<file path="src/rtl/frame_serializer_pkg.sv">
// Shared types and defaults for the frame serializer: FSM states, parameter
// defaults, counter width and the parity helper.
package frame_serializer_pkg;

    typedef enum logic [2:0] {
        ST_IDLE   = 3'd0,
        ST_ARMED  = 3'd1,
        ST_SYNC   = 3'd2,
        ST_DATA   = 3'd3,
        ST_PARITY = 3'd4
    } state_t;

    localparam int unsigned SYNC_LEN_DEF   = 32'd8;
    localparam logic [15:0] SYNC_WORD_DEF  = 16'h00A5;
    localparam int unsigned PARITY_ODD_DEF = 32'd0;
    localparam int unsigned CNT_W          = 32'd4;

    // XOR of all payload bits, inverted when odd parity is selected.
    function automatic logic parity8(input logic [7:0] data, input logic odd);
        return (^data) ^ odd;
    endfunction

endpackage

</file>
<file path="src/rtl/frame_serializer_if.sv">
// Byte handshake between the upstream producer and the frame serializer.
interface frame_serializer_if;
    import frame_serializer_pkg::*;

    logic [7:0] data_in;
    logic       data_valid;
    logic       data_ready;

    modport master (output data_in, output data_valid, input data_ready);
    modport slave  (input data_in, input data_valid, output data_ready);

endinterface

</file>
<file path="src/rtl/piso_shift8.sv">
// 8-bit parallel-in serial-out register; o_msb is the next payload bit.
module piso_shift8
    import frame_serializer_pkg::*;
(
    input  logic       clk,
    input  logic       reset,
    input  logic       i_load,
    input  logic       i_shift,
    input  logic [7:0] i_data,
    output logic       o_msb
);

    logic [7:0] r_shift;

    // Load wins over shift; zeros fill from the bottom.
    always_ff @(posedge clk or negedge reset) begin
        if (!reset) begin
            r_shift <= 8'h00;
        end else if (i_load) begin
            r_shift <= i_data;
        end else if (i_shift) begin
            r_shift <= {r_shift[6:0], 1'b0};
        end else begin
            r_shift <= r_shift;
        end
    end

    assign o_msb = r_shift[7];

endmodule

</file>
<file path="src/rtl/frame_serializer.sv">
// Serializes each accepted byte as sync bits, 8 data bits MSB first and a
// parity bit, one bit per bit_tick.
module frame_serializer
    import frame_serializer_pkg::*;
#(
    parameter int unsigned SYNC_LEN   = SYNC_LEN_DEF,
    parameter logic [15:0] SYNC_WORD  = SYNC_WORD_DEF,
    parameter int unsigned PARITY_ODD = PARITY_ODD_DEF
) (
    input  logic               clk,
    input  logic               reset,
    input  logic               bit_tick,
    frame_serializer_if.slave  bus,
    output logic               tx_out,
    output logic               tx_busy,
    output logic               frame_done
);

    localparam logic [CNT_W-1:0] SYNC_LAST = CNT_W'(SYNC_LEN - 32'd1);
    localparam logic             ODD_BIT   = (PARITY_ODD != 32'd0);

    state_t           r_state;
    logic [CNT_W-1:0] r_cnt;
    logic             r_tx;
    logic             r_busy;
    logic             r_done;
    logic             r_parity;

    state_t           w_state_nxt;
    logic [CNT_W-1:0] w_cnt_nxt;
    logic [CNT_W-1:0] w_sync_idx;
    logic             w_tx_nxt;
    logic             w_done_nxt;
    logic             w_accept;
    logic             w_shift;
    logic             w_msb;

    assign bus.data_ready = (r_state == ST_IDLE);
    assign w_accept       = bus.data_valid && (r_state == ST_IDLE);
    assign w_sync_idx     = r_cnt - 4'd1;

    piso_shift8 u_piso (
        .clk     (clk),
        .reset   (reset),
        .i_load  (w_accept),
        .i_shift (w_shift),
        .i_data  (bus.data_in),
        .o_msb   (w_msb)
    );

    // Next-state and next-bit logic; nothing but acceptance happens without a tick.
    always_comb begin
        w_state_nxt = r_state;
        w_cnt_nxt   = r_cnt;
        w_tx_nxt    = r_tx;
        w_done_nxt  = 1'b0;
        w_shift     = 1'b0;
        case (r_state)
            ST_IDLE: begin
                w_tx_nxt = 1'b1;
                if (bus.data_valid) begin
                    w_state_nxt = ST_ARMED;
                end else begin
                    w_state_nxt = ST_IDLE;
                end
            end
            ST_ARMED: begin
                if (bit_tick) begin
                    w_tx_nxt    = SYNC_WORD[SYNC_LEN-1];
                    w_cnt_nxt   = SYNC_LAST;
                    w_state_nxt = ST_SYNC;
                end else begin
                    w_state_nxt = ST_ARMED;
                end
            end
            ST_SYNC: begin
                if (bit_tick) begin
                    if (r_cnt != 4'd0) begin
                        w_cnt_nxt = r_cnt - 4'd1;
                        w_tx_nxt  = SYNC_WORD[w_sync_idx];
                    end else begin
                        w_tx_nxt    = w_msb;
                        w_shift     = 1'b1;
                        w_cnt_nxt   = 4'd7;
                        w_state_nxt = ST_DATA;
                    end
                end else begin
                    w_state_nxt = ST_SYNC;
                end
            end
            ST_DATA: begin
                if (bit_tick) begin
                    if (r_cnt != 4'd0) begin
                        w_cnt_nxt = r_cnt - 4'd1;
                        w_tx_nxt  = w_msb;
                        w_shift   = 1'b1;
                    end else begin
                        w_tx_nxt    = r_parity;
                        w_state_nxt = ST_PARITY;
                    end
                end else begin
                    w_state_nxt = ST_DATA;
                end
            end
            ST_PARITY: begin
                if (bit_tick) begin
                    w_tx_nxt    = 1'b1;
                    w_cnt_nxt   = 4'd0;
                    w_done_nxt  = 1'b1;
                    w_state_nxt = ST_IDLE;
                end else begin
                    w_state_nxt = ST_PARITY;
                end
            end
            default: begin
                w_tx_nxt    = 1'b1;
                w_cnt_nxt   = 4'd0;
                w_state_nxt = ST_IDLE;
            end
        endcase
    end

    // State and output registers; asynchronous reset aborts any frame in flight.
    always_ff @(posedge clk or negedge reset) begin
        if (!reset) begin
            r_state  <= ST_IDLE;
            r_cnt    <= 4'd0;
            r_tx     <= 1'b1;
            r_busy   <= 1'b0;
            r_done   <= 1'b0;
            r_parity <= 1'b0;
        end else begin
            r_state  <= w_state_nxt;
            r_cnt    <= w_cnt_nxt;
            r_tx     <= w_tx_nxt;
            r_busy   <= (w_state_nxt != ST_IDLE);
            r_done   <= w_done_nxt;
            r_parity <= w_accept ? parity8(bus.data_in, ODD_BIT) : r_parity;
        end
    end

    assign tx_out     = r_tx;
    assign tx_busy    = r_busy;
    assign frame_done = r_done;

endmodule

</file>
<file path="src/flat_wrapper.sv">
// flat-port wrapper written by rule: the top's interface ports become plain ports
module frame_serializer_flat import frame_serializer_pkg::*;
#(
    parameter int unsigned SYNC_LEN   = SYNC_LEN_DEF,
    parameter logic [15:0] SYNC_WORD  = SYNC_WORD_DEF,
    parameter int unsigned PARITY_ODD = PARITY_ODD_DEF
)
  (clk, reset, bit_tick, tx_out, tx_busy, frame_done, bus_data_in, bus_data_valid, bus_data_ready);
  frame_serializer_if bus_i ();
  input  logic clk;
  input  logic reset;
  input  logic bit_tick;
  output logic tx_out;
  output logic tx_busy;
  output logic frame_done;
  input wire logic [$bits(bus_i.data_in)-1:0] bus_data_in;
  input wire logic [$bits(bus_i.data_valid)-1:0] bus_data_valid;
  output wire logic [$bits(bus_i.data_ready)-1:0] bus_data_ready;
  assign bus_i.data_in = bus_data_in;
  assign bus_i.data_valid = bus_data_valid;
  assign bus_data_ready = bus_i.data_ready;
  frame_serializer #(.SYNC_LEN(SYNC_LEN), .SYNC_WORD(SYNC_WORD), .PARITY_ODD(PARITY_ODD)) u_core (.clk(clk), .reset(reset), .bit_tick(bit_tick), .bus(bus_i), .tx_out(tx_out), .tx_busy(tx_busy), .frame_done(frame_done));
endmodule
</file>
<file path="config.mk">
export PLATFORM = sky130hd
export DESIGN_NAME = frame_serializer_flat
export DESIGN_NICKNAME = d
export VERILOG_FILES = /design/src/rtl/frame_serializer_pkg.sv /design/src/rtl/frame_serializer_if.sv /design/src/rtl/piso_shift8.sv /design/src/rtl/frame_serializer.sv /design/src/flat_wrapper.sv
export SDC_FILE = /design/constraint.sdc
export NUM_CORES = 1
export LEC_CHECK = 0
export CAP_MARGIN = 25
export CORE_ASPECT_RATIO = 1.5
export CORE_MARGIN = 5
export CORE_UTILIZATION = 53
export CTS_CLUSTER_SIZE = 25
export DETAILED_ROUTE_END_ITERATION = 8
export PLACE_DENSITY = 0.78
export SLEW_MARGIN = 5
export SYNTH_ARGS = -nofsm -noshare
export SYNTH_HDL_FRONTEND = slang
export SYNTH_HIERARCHICAL = 1
export SYNTH_SLANG_ARGS = --single-unit
</file>
<file path="constraint.sdc">
create_clock -name clk -period 2.24 [get_ports clk]
set_input_delay 0.336 -clock clk [delete_from_list [all_inputs] [get_ports clk]]
set_output_delay 0.336 -clock clk [all_outputs]
set_load 0.05 [all_outputs]
</file>
==> impl_metrics.json, run 1 <==
{
  "final_critical_path_setup_slack_ns": 0.194,
  "fin_util_pct": 66.8,
  "setup.worst_path.end_class": "flop",
  "dp_worst_setup_slack_ns": 0.114,
  "place_hpwl_um": 1890,
  "worstPathMaxFanout": 8,
  "internal-power_mw": 0.957,
  "xor_xnor_fraction_of_synth_area_pct": 6.86,
  "endpoint_arrival_time_on_the_critical_path_ns": 2.22,
  "post_synth_and_or_nand_nor_area_fraction_pct": 17.6,
  "post_synthesis_mean_instance_area_um2": 9.74,
  "synth_top_area_share_pct": 39.2,
  "synth_compound_gate_area_share_pct": 18.9,
  "die_area_um2": 3220,
  "layout.cells.most_common": "sky130_fd_sc_hd__dfrtp_1",
  "die_h_um": 67.0,
  "power.static_leakage_nw": 0.584,
  "synth_edf_count": 0,
  "syn_area_um2": 1150,
  "worst-r2r-setup-slack_ns": 0.19,
  "clkPwrFrac_pct": 10.8,
  "cts.reportedPaths.clkPinSlew_ns": 0.11,
  "grt_start_max_net_pins": 20,
  "synth-adder-area-share_pct": 2.18,
  "synthArstFlopShare_pct": 100,
  "final.setup.tns_ns": 0,
  "antenna_violations_before_repair": 0,
  "tritoncts_clock_tree": "built",
  "layout_cells_sized_above_1_pct": 13.8,
  "io_buffers": 15,
  "htreeDepth": 1,
  "worst-slew-pin-transition_ns": 0.553,
  "routed_wirelength_normalized_by_instance_count_um": 15.8,
  "finalHoldWorstSlack_ns": 0.355,
  "worst_hold_path_type": "primary input to asynchronous set/reset pin",
  "max-cap-violations": 0,
  "min_period_over_period_pct": 91.3,
  "fill_cells": 179,
  "regToRegStartpoint": "u_core/r_cnt[1]",
  "row_count": 20,
  "power.switching_mw": 0.662,
  "cp.required_ns": 2.41,
  "route.detailed.vias_per_inst": 6.14,
  "diode_count": 0,
  "final_cell_mix": "18 x sky130_fd_sc_hd__dfrtp_1, 14 x sky130_fd_sc_hd__clkdlybuf4s50_1, 10 x sky130_fd_sc_hd__nand2_1",
  "post_synth_mux_area_share_pct": 7.40,
  "worst_r2r_path_depth": 9,
  "cts_root_buffer": "sky130_fd_sc_hd__clkbuf_4",
  "worst_skew_ns": 0.00581,
  "max-clock-path-buffers": 2,
  "routabilityCongestion": 0.915,
  "vias": 982,
  "cp-start-kind": "flop",
  "first_global_vias": 952,
  "cts_setup_buffers": 0,
  "floorplan.initialDensity_pct": 56.0,
  "overflow": 0,
  "total_of_flip_flops_plus_latches_after_synthesis": 19,
  "syn_to_final_growth_pct": 19.3,
  "tritoncts.num_buffers": 3,
  "synth-seq-area-share_pct": 41.5,
  "comb_power_share_pct": 53.5,
  "dr.pass1.iters": 4,
  "floorplan.die.width_um": 48.0,
  "power_density_nw_per_um2": 1180,
  "grt_pass1_wl_um": 4120,
  "main_combinational_cell_family_by_area_after_synthesis": "compound AO/OA/AOI/OAI gates",
  "final_period_minus_worst_setup_slack_ns": 2.05,
  "p_total_mw": 1.62,
  "globalRouteTotalUtil_pct": 17.9,
  "vdd_drop_max_mv": 0.627,
  "timing.max_slew.rel_slack_pct": 63.2,
  "status": "finished clean",
  "design.core.area_um2": 2050,
  "setup-violations-final": 0,
  "holdBufCountCts": 0,
  "mappedNetlistNets": 132,
  "power_switching_share_pct": 40.9,
  "timing_hold_violations_final": 0,
  "yosys.area.top_type": "sky130_fd_sc_hd__dfrtp_1",
  "yosysWarningCount": 6,
  "final-max-slew-violation-count": 0,
  "detail_route.drc_violations": 0,
  "achievable-frequency_mhz": 489,
  "ant_nets": 0,
  "gate_count_of_the_mapped_netlist": 118,
  "routed_wirelength_um": 2530,
  "reg2reg_to": "u_core/u_piso/r_shift[6]",
  "unrepaired_setup_endpoints_after_global_routing": "false",
  "sinks_on_clock_net": 19,
  "synth_ff_type": "sky130_fd_sc_hd__dfrtp_1",
  "layout.nets": 153,
  "synth.lib_cells_used.distinct": 40,
  "clock_insertion_delay_worst_skew_ns": 0.29,
  "io_pins": 16,
  "first_iter_violations": 33,
  "sequentialPowerShare_pct": 35.7,
  "timing_worst_setup_path_type": "flop to flop",
  "post_synth_main_area_contributors": "sky130_fd_sc_hd__dfrtp_1 39%, sky130_fd_sc_hd__mux2i_1 6.1%, sky130_fd_sc_hd__xnor2_1 6.1%"
}
[metrics by stage]
stage / instances / cell area [um2]
after floorplan: 118 / 1150
after global placement: 156 / 1340
after detailed placement: 156 / 1340
after CTS: 160 / 1370
after global routing: 160 / 1370
final: 160 / 1370
[sequential cells by signal, summed over array words and instances, names as in the netlist]
signal and count:
u_core/u_piso/r_shift 8, u_core/r_cnt 4, u_core/r_state 3, u_core/frame_done 1, u_core/r_parity 1, u_core/tx_busy 1
u_core/tx_out 1
[repair_timing]
| action | CTS | global route |
|---|---|---|
| resized for setup | 0 | 1 |
| endpoints found under the setup margin | 0 | 6 |
| endpoints found under the hold margin | 0 | 0 |
[layout make-up]
type	instances	area, um2	share of cell area [%]
sequential	19	477	34.8
inverter	6	25.0	1.82
tap	22	27.5	2.01
timing repair buffer	22	200	14.6
multi-input combinational	87	616	44.9
clock buffer	4	26.3	1.92
[synthesized netlist by cell type (2+ instances only)]
| cell | number |
|---|---|
| sky130_fd_sc_hd__nand2b_4 | 2 |
| sky130_fd_sc_hd__o21ai_0 | 4 |
| sky130_fd_sc_hd__buf_6 | 2 |
| sky130_fd_sc_hd__a311oi_1 | 2 |
| sky130_fd_sc_hd__and2_1 | 2 |
| sky130_fd_sc_hd__inv_1 | 5 |
| sky130_fd_sc_hd__a41oi_1 | 2 |
| sky130_fd_sc_hd__a22o_1 | 2 |
| sky130_fd_sc_hd__o22ai_1 | 3 |
| sky130_fd_sc_hd__nor3_1 | 7 |
| sky130_fd_sc_hd__clkbuf_1 | 2 |
| sky130_fd_sc_hd__nor2_1 | 3 |
| sky130_fd_sc_hd__mux2i_1 | 7 |
| sky130_fd_sc_hd__ha_1 | 2 |
| sky130_fd_sc_hd__nor2b_1 | 3 |
| sky130_fd_sc_hd__o21ai_1 | 8 |
| sky130_fd_sc_hd__dfrtp_1 | 18 |
| sky130_fd_sc_hd__xnor2_1 | 8 |
| sky130_fd_sc_hd__nand2_1 | 10 |
| sky130_fd_sc_hd__nand2b_1 | 3 |
| sky130_fd_sc_hd__a21oi_1 | 4 |
[per-layer routing]
metal	vias to the layer above	GRT usage (%)	wire [um]
met5	-	0	0
met4	0	6.40	34
met3	4	1.89	124
met2	36	32.3	1430
met1	473	20.3	943
li1	469	-	-
[worst max-delay path by stage]
| stage | start | endpoint | slack, ns | depth (start not counted) |
|---|---|---|---|---|
| 2_1_floorplan | u_core/r_state[2] | u_core/u_piso/r_shift[3] | 0.25 | 5 |
| 3_3_place_gp | u_core/r_cnt[1] | u_core/u_piso/r_shift[6] | 0.18 | 9 |
| 3_5_place_dp | u_core/r_cnt[1] | u_core/u_piso/r_shift[7] | 0.11 | 9 |
| 4_1_cts | u_core/r_cnt[1] | u_core/u_piso/r_shift[7] | 0.09 | 9 |
| 5_1_grt | u_core/r_cnt[1] | u_core/u_piso/r_shift[1] | 0.08 | 9 |
| 6_report | u_core/r_cnt[1] | u_core/u_piso/r_shift[6] | 0.19 | 9 |
[power groups by stage]
stage	Clock (mW)	Combinational, mW	Sequential [mW]
2_1_floorplan	0	0.604	0.623
3_3_place_gp	0	0.830	0.579
3_5_place_dp	0	0.852	0.585
4_1_cts	0.180	0.857	0.576
5_1_grt	0.194	0.946	0.595
6_report	0.175	0.865	0.579
[critical path: stages (launching register included)]
cell                       delay, ns
sky130_fd_sc_hd__dfrtp_1        0.41
sky130_fd_sc_hd__inv_1          0.06
sky130_fd_sc_hd__ha_1           0.25
sky130_fd_sc_hd__nand2b_4       0.10
sky130_fd_sc_hd__nand2b_4       0.15
sky130_fd_sc_hd__inv_4          0.05
sky130_fd_sc_hd__ha_1           0.26
sky130_fd_sc_hd__and3_2         0.32
sky130_fd_sc_hd__mux2i_1        0.25
sky130_fd_sc_hd__o21ai_1        0.08
[kinds of logic (layout without fill, tap and decap cells)]
logic type	count (synthesis)	count (layout)
AND/OR/NAND/NOR	36	36
AO/OA/AOI/OAI	32	32
flip-flops	19	19
buffers and inverters	12	32
XOR/XNOR	9	9
multiplexers	8	8
adder cells (fa/ha/maj)	2	2
Note: power is estimated with default switching activity, not from simulation.
==> run 2: changes to the inputs <==
SETUP_SLACK_MARGIN = 0.02   (was not set)
SYNTH_HIERARCHICAL = not set   (was 1)
clock period = 2 ns   (was 2.24 ns; I/O delays follow)
==> impl_metrics.json, run 2 <==
{
  "status": "finished clean",
  "first_iter_violations": 34,
  "tritoncts.num_buffers": 3,
  "antenna_violations_before_repair": 0,
  "slowest_stage": "sky130_fd_sc_hd__clkdlybuf4s50_1",
  "crit_buf_inv": 1,
  "die_h_um": 66.4,
  "place_hpwl_um": 1920,
  "placed_area_um2": 1370,
  "final_period_minus_worst_setup_slack_ns": 1.93,
  "reg2reg_to": "u_core.u_piso.r_shift[3]",
  "grt_start_max_net_pins": 16,
  "p_total_mw": 2.12,
  "worstPathCellList": "clkdlybuf4s50_1",
  "syn_area_um2": 1120,
  "unrepaired_setup_endpoints_after_global_routing": "false",
  "yosys.area.top_type": "sky130_fd_sc_hd__dfrtp_1",
  "globalRouteTotalUtil_pct": 17.9,
  "design.core.area_um2": 2030,
  "row_count": 20,
  "reg_top3": "u_core.u_piso.r_shift x8, u_core.r_cnt x4, u_core.r_state x3",
  "setup.worst_path.end_class": "output pin",
  "io_buffers": 15,
  "synth-seq-area-share_pct": 42.4,
  "overflow": 0,
  "ant_nets": 0,
  "holdBufCountCts": 0,
  "synth.lib_cells_used.distinct": 40,
  "layout.cells.most_common": "sky130_fd_sc_hd__dfrtp_1",
  "first_global_vias": 975,
  "worstPathMaxFanout": 2,
  "gate_count_of_the_mapped_netlist": 114,
  "io_pins": 16,
  "timing_worst_setup_path_type": "flop to output pin",
  "final_cell_mix": "18 x sky130_fd_sc_hd__dfrtp_1, 14 x sky130_fd_sc_hd__clkdlybuf4s50_1, 10 x sky130_fd_sc_hd__buf_4",
  "worst_hold_path_type": "primary input to asynchronous set/reset pin",
  "routed_wirelength_normalized_by_instance_count_um": 15.3,
  "setup-violations-final": 0,
  "endpoint_arrival_time_on_the_critical_path_ns": 1.63,
  "cts.reportedPaths.clkPinSlew_ns": 0.11,
  "timing.max_slew.rel_slack_pct": 65.2,
  "yosysWarningCount": 0,
  "sinks_on_clock_net": 19,
  "post_synth_main_area_contributors": "sky130_fd_sc_hd__dfrtp_1 40%, sky130_fd_sc_hd__xnor2_1 7.0%, sky130_fd_sc_hd__o21ai_0 5.3%",
  "fin_util_pct": 69.0,
  "cts_root_buffer": "sky130_fd_sc_hd__clkbuf_4",
  "most_frequent_cell_after_synthesis": "sky130_fd_sc_hd__dfrtp_1",
  "critical-path-top-delay-family": "buffers and inverters",
  "dr.pass1.iters": 4,
  "max_flop_register": "u_core.u_piso.r_shift",
  "timing_hold_violations_final": 0,
  "total_of_flip_flops_plus_latches_after_synthesis": 19,
  "syn_to_final_growth_pct": 24.4,
  "floorplan.die.width_um": 47.6,
  "postLayoutCellArea_um2": 1400,
  "grt_pass1_wl_um": 4150,
  "vdd_drop_max_mv": 0.850,
  "worst_skew_ns": 0.00548,
  "synth_ff_type": "sky130_fd_sc_hd__dfrtp_1",
  "yosys-top-cells-count": "18 x sky130_fd_sc_hd__dfrtp_1, 12 x sky130_fd_sc_hd__o21ai_0, 9 x sky130_fd_sc_hd__xnor2_1",
  "routed_wirelength_um": 2440,
  "routabilityCongestion": 0.795,
  "power_density_nw_per_um2": 1510,
  "max-cap-violations": 0,
  "floorplan.initialDensity_pct": 55.4,
  "layout_cells_sized_above_1_pct": 19.0,
  "worst-slew-pin-transition_ns": 0.521,
  "synth_top_area_share_pct": 40.1,
  "die_area_um2": 3160,
  "layout.nets": 152,
  "cp.required_ns": 1.70,
  "cp-start-kind": "flop",
  "power.static_leakage_nw": 0.584,
  "diode_count": 0,
  "clock_insertion_delay_worst_skew_ns": 0.30,
  "max-clock-path-buffers": 2,
  "tritoncts_clock_tree": "built",
  "worst-r2r-setup-slack_ns": 0.18,
  "largest_register_ffs": 8,
  "synth_edf_count": 0,
  "worst_path_largest_cell_delay_ns": 0.79,
  "final-max-slew-violation-count": 0,
  "finalHoldWorstSlack_ns": 0.336,
  "regToRegStartpoint": "u_core.r_cnt[1]",
  "route.detailed.vias_per_inst": 5.81,
  "synthArstFlopShare_pct": 100,
  "achievable-frequency_mhz": 518,
  "detail_route.drc_violations": 0,
  "mappedNetlistNets": 128,
  "post_synthesis_mean_instance_area_um2": 9.86,
  "vias": 923,
  "min_period_over_period_pct": 96.6,
  "worst_r2r_path_depth": 7,
  "htreeDepth": 1
}
## run 2: changes by cell type in the layout (fill, tap and decap cells not counted), moves of 3 or more
cell	delta
sky130_fd_sc_hd__a22oi_1	+4
sky130_fd_sc_hd__inv_1	+3
sky130_fd_sc_hd__mux2i_1	-4
sky130_fd_sc_hd__nand2_1	-3
sky130_fd_sc_hd__nor2b_1	-3
sky130_fd_sc_hd__nor3_1	-4
sky130_fd_sc_hd__o21ai_0	+3
## run 2: final cells by class
type / instances / area, um2
flip-flops and latches: 19 / 477
multi-input cells: 81 / 602
fillers: 177 / 629
inverters: 8 / 30.0
well taps: 22 / 27.5
repair buffers: 25 / 235
clock buffers: 4 / 26.3
## run 2: logic make-up after synthesis
group,Yosys count,share of synthesized area (%)
xor+xnor,9,7.02
flops,19,42.4
buf+inv,14,5.46
simple gates,32,18.6
mux,3,2.67
compound gates,35,21.6
fa+ha+maj,2,2.23
## run 2: where the power goes
| group | leakage, nW | internal (mW) | switching (mW) |
|---|---|---|---|
| Combinational | 0.338 | 0.589 | 0.659 |
| Sequential | 0.231 | 0.556 | 0.117 |
| Clock | 0.0150 | 0.0776 | 0.118 |
## run 2: per-layer routing
layer / GRT usage [%] / wire (um) / share of wire [%]
met1: 20.5 / 937 / 38
met2: 33.6 / 1390 / 57
met3: 1.63 / 86 / 3.5
met4: 4.04 / 21 / 0.86
met5: 0 / 0 / 0
## run 2: how the worst max path moves through the flow
stage                                from  cells after the start  slack (ns)                  endpoint
after global placement           bit_tick                      5        0.13           u_core.r_cnt[2]
after detailed placement  u_core.r_cnt[1]                      7        0.09  u_core.u_piso.r_shift[7]
after global routing      u_core.r_cnt[1]                      7        0.03           u_core.r_cnt[0]
after floorplan           u_core.r_cnt[0]                      8       -0.05  u_core.u_piso.r_shift[2]
after CTS                   u_core.tx_out                      1        0.06                    tx_out
final                       u_core.tx_out                      1        0.07                    tx_out
## run 2: stage by stage
stage / setup TNS [ns] / setup WS (ns) / std cells
floorplan: -0.245 / -0.0491 / 114
global placement: 0 / 0.131 / 155
detailed placement: 0 / 0.0923 / 155
CTS: 0 / 0.0592 / 159
global route: 0 / 0.0263 / 159
finish: 0 / 0.0680 / 159
## run 2: what timing repair did
action,4_1_cts,5_1_grt
setup buffers,0,0
resized for setup,0,3
endpoints found under the hold margin,0,0
setup endpoints to repair,0,10
==> run 3: changes to the inputs <==
CAP_MARGIN = 20   (was 25)
SKIP_CTS_REPAIR_TIMING = 1   (was not set)
SYNTH_HIERARCHICAL = 1   (was not set)
==> impl_metrics.json, run 3 (synthesis results as in run 1) <==
{
  "clock_insertion_delay_worst_skew_ns": 0.29,
  "regToRegStartpoint": "u_core/r_cnt[1]",
  "dr.pass1.iters": 4,
  "io_pins": 16,
  "worst_skew_ns": 0.00240,
  "worst-slew-pin-transition_ns": 0.502,
  "endpoint_arrival_time_on_the_critical_path_ns": 2.03,
  "detail_route.drc_violations": 0,
  "tritoncts.num_buffers": 3,
  "row_count": 20,
  "max-cap-violations": 0,
  "worstSetupEndpoint": "u_core/u_piso/r_shift[2]",
  "tritoncts_clock_tree": "built",
  "power.static_leakage_nw": 0.612,
  "worst-r2r-setup-slack_ns": 0.14,
  "design.core.area_um2": 2050,
  "cp.required_ns": 2.17,
  "worst_hold_path_type": "primary input to asynchronous set/reset pin",
  "vdd_drop_max_mv": 0.784,
  "ant_nets": 0,
  "layout.nets": 159,
  "cts.reportedPaths.clkPinSlew_ns": 0.11,
  "routed_wirelength_um": 2620,
  "finalHoldWorstSlack_ns": 0.281,
  "vias": 982,
  "timing_worst_setup_path_type": "flop to flop",
  "achievable-frequency_mhz": 537,
  "htreeDepth": 1,
  "largest_register_ffs": 8,
  "diode_count": 0,
  "cp-start-kind": "flop",
  "route.detailed.vias_per_inst": 5.92,
  "die_area_um2": 3220,
  "final-max-slew-violation-count": 0,
  "first_global_vias": 997,
  "floorplan.initialDensity_pct": 56.0,
  "final_cell_mix": "18 x sky130_fd_sc_hd__dfrtp_1, 14 x sky130_fd_sc_hd__buf_4, 13 x sky130_fd_sc_hd__clkdlybuf4s50_1",
  "layout.cells.most_common": "sky130_fd_sc_hd__dfrtp_1",
  "io_buffers": 15,
  "worst_r2r_path_depth": 10,
  "layout_cells_sized_above_1_pct": 21.5,
  "die_h_um": 67.0,
  "min_period_over_period_pct": 93.1,
  "floorplan.die.width_um": 48.0,
  "timing_hold_violations_final": 0,
  "routed_wirelength_normalized_by_instance_count_um": 15.8,
  "status": "finished clean",
  "unrepaired_setup_endpoints_after_global_routing": "false",
  "setup-violations-final": 0,
  "grt_pass1_wl_um": 4370,
  "max-clock-path-buffers": 2,
  "grt_start_max_net_pins": 18,
  "overflow": 0,
  "worstPathMaxFanout": 8,
  "power_density_nw_per_um2": 1340,
  "place_hpwl_um": 1980,
  "reg_top3": "u_core/u_piso/r_shift x8, u_core/r_cnt x4, u_core/r_state x3",
  "syn_to_final_growth_pct": 27.0,
  "antenna_violations_before_repair": 0,
  "timing.max_slew.rel_slack_pct": 66.6,
  "first_iter_violations": 16,
  "globalRouteTotalUtil_pct": 19.3,
  "cts_root_buffer": "sky130_fd_sc_hd__clkbuf_4",
  "sinks_on_clock_net": 19,
  "placed_area_um2": 1360,
  "crit_path_start": "u_core/r_cnt[1]",
  "reg2reg_to": "u_core/u_piso/r_shift[2]",
  "final_period_minus_worst_setup_slack_ns": 1.86,
  "postLayoutCellArea_um2": 1460,
  "max_flop_register": "u_core/u_piso/r_shift",
  "setup.worst_path.end_class": "flop",
  "routabilityCongestion": 0.896
}
run 3: cell count changes in the layout (fill, tap and decap cells not counted), sizes merged, moves of 3 or more:
cell	change
buf	+4
mux2i	+4
a22oi	-4
nor3	+4
nand2	+3
run 3: through the flow:
step | cells | utilization, % | setup TNS, ns | power [mW] | setup slack, ns
final | 166 | 71.2 | 0 | 1.96 | 0.139
after global routing | 166 | 71.2 | 0 | 2.13 | 0.0457
after CTS | 162 | 67.7 | -0.0734 | 1.83 | -0.0254
after detailed placement | 158 | 66.4 | -0.00657 | 1.64 | -0.00516
after global placement | 158 | 66.4 | 0 | 1.60 | 0.0726
after floorplan | 118 | - | 0 | 1.38 | 0.104
run 3: layout make-up:
class / instances / area [um2]
inverter: 6 / 25.0
clock buffer: 4 / 26.3
tap: 22 / 27.5
multi-input combinational: 87 / 654
timing repair buffer: 28 / 250
sequential: 19 / 477
fill: 169 / 592
run 3: power by group:
part | leakage, nW | internal, mW | switching [mW]
Clock | 0.0150 | 0.0775 | 0.116
Sequential | 0.232 | 0.540 | 0.138
Combinational | 0.365 | 0.553 | 0.534
run 3: worst max-delay path: stages, from the launching register on:
cell and delay [ns]:
sky130_fd_sc_hd__dfrtp_1 0.42, sky130_fd_sc_hd__inv_2 0.06, sky130_fd_sc_hd__ha_4 0.17, sky130_fd_sc_hd__nand2b_4 0.07, sky130_fd_sc_hd__nand2b_4 0.14, sky130_fd_sc_hd__inv_4 0.04, sky130_fd_sc_hd__ha_4 0.25, sky130_fd_sc_hd__and3_4 0.17
sky130_fd_sc_hd__buf_8 0.13, sky130_fd_sc_hd__mux2i_1 0.21, sky130_fd_sc_hd__o21ai_1 0.08
run 3: worst min-delay path by stage:
stage,depth (start not counted),slack (ns),endpoint
4_1_cts,1,0.28,u_core/r_cnt[3]
2_1_floorplan,0,0.004,u_core/frame_done
5_1_grt,1,0.29,u_core/r_cnt[3]
3_5_place_dp,2,0.54,u_core/u_piso/r_shift[5]
3_3_place_gp,2,0.52,u_core/u_piso/r_shift[5]
6_report,1,0.28,u_core/r_cnt[0]
run 3: routing by layer:
layer | up-vias | GRT usage [%] | wire length (um)
met1 | 459 | 20.7 | 890
met3 | 6 | 2.70 | 116
li1 | 482 | - | -
met5 | - | 0 | 0
met4 | 0 | 8.08 | 60
met2 | 35 | 35.1 | 1550
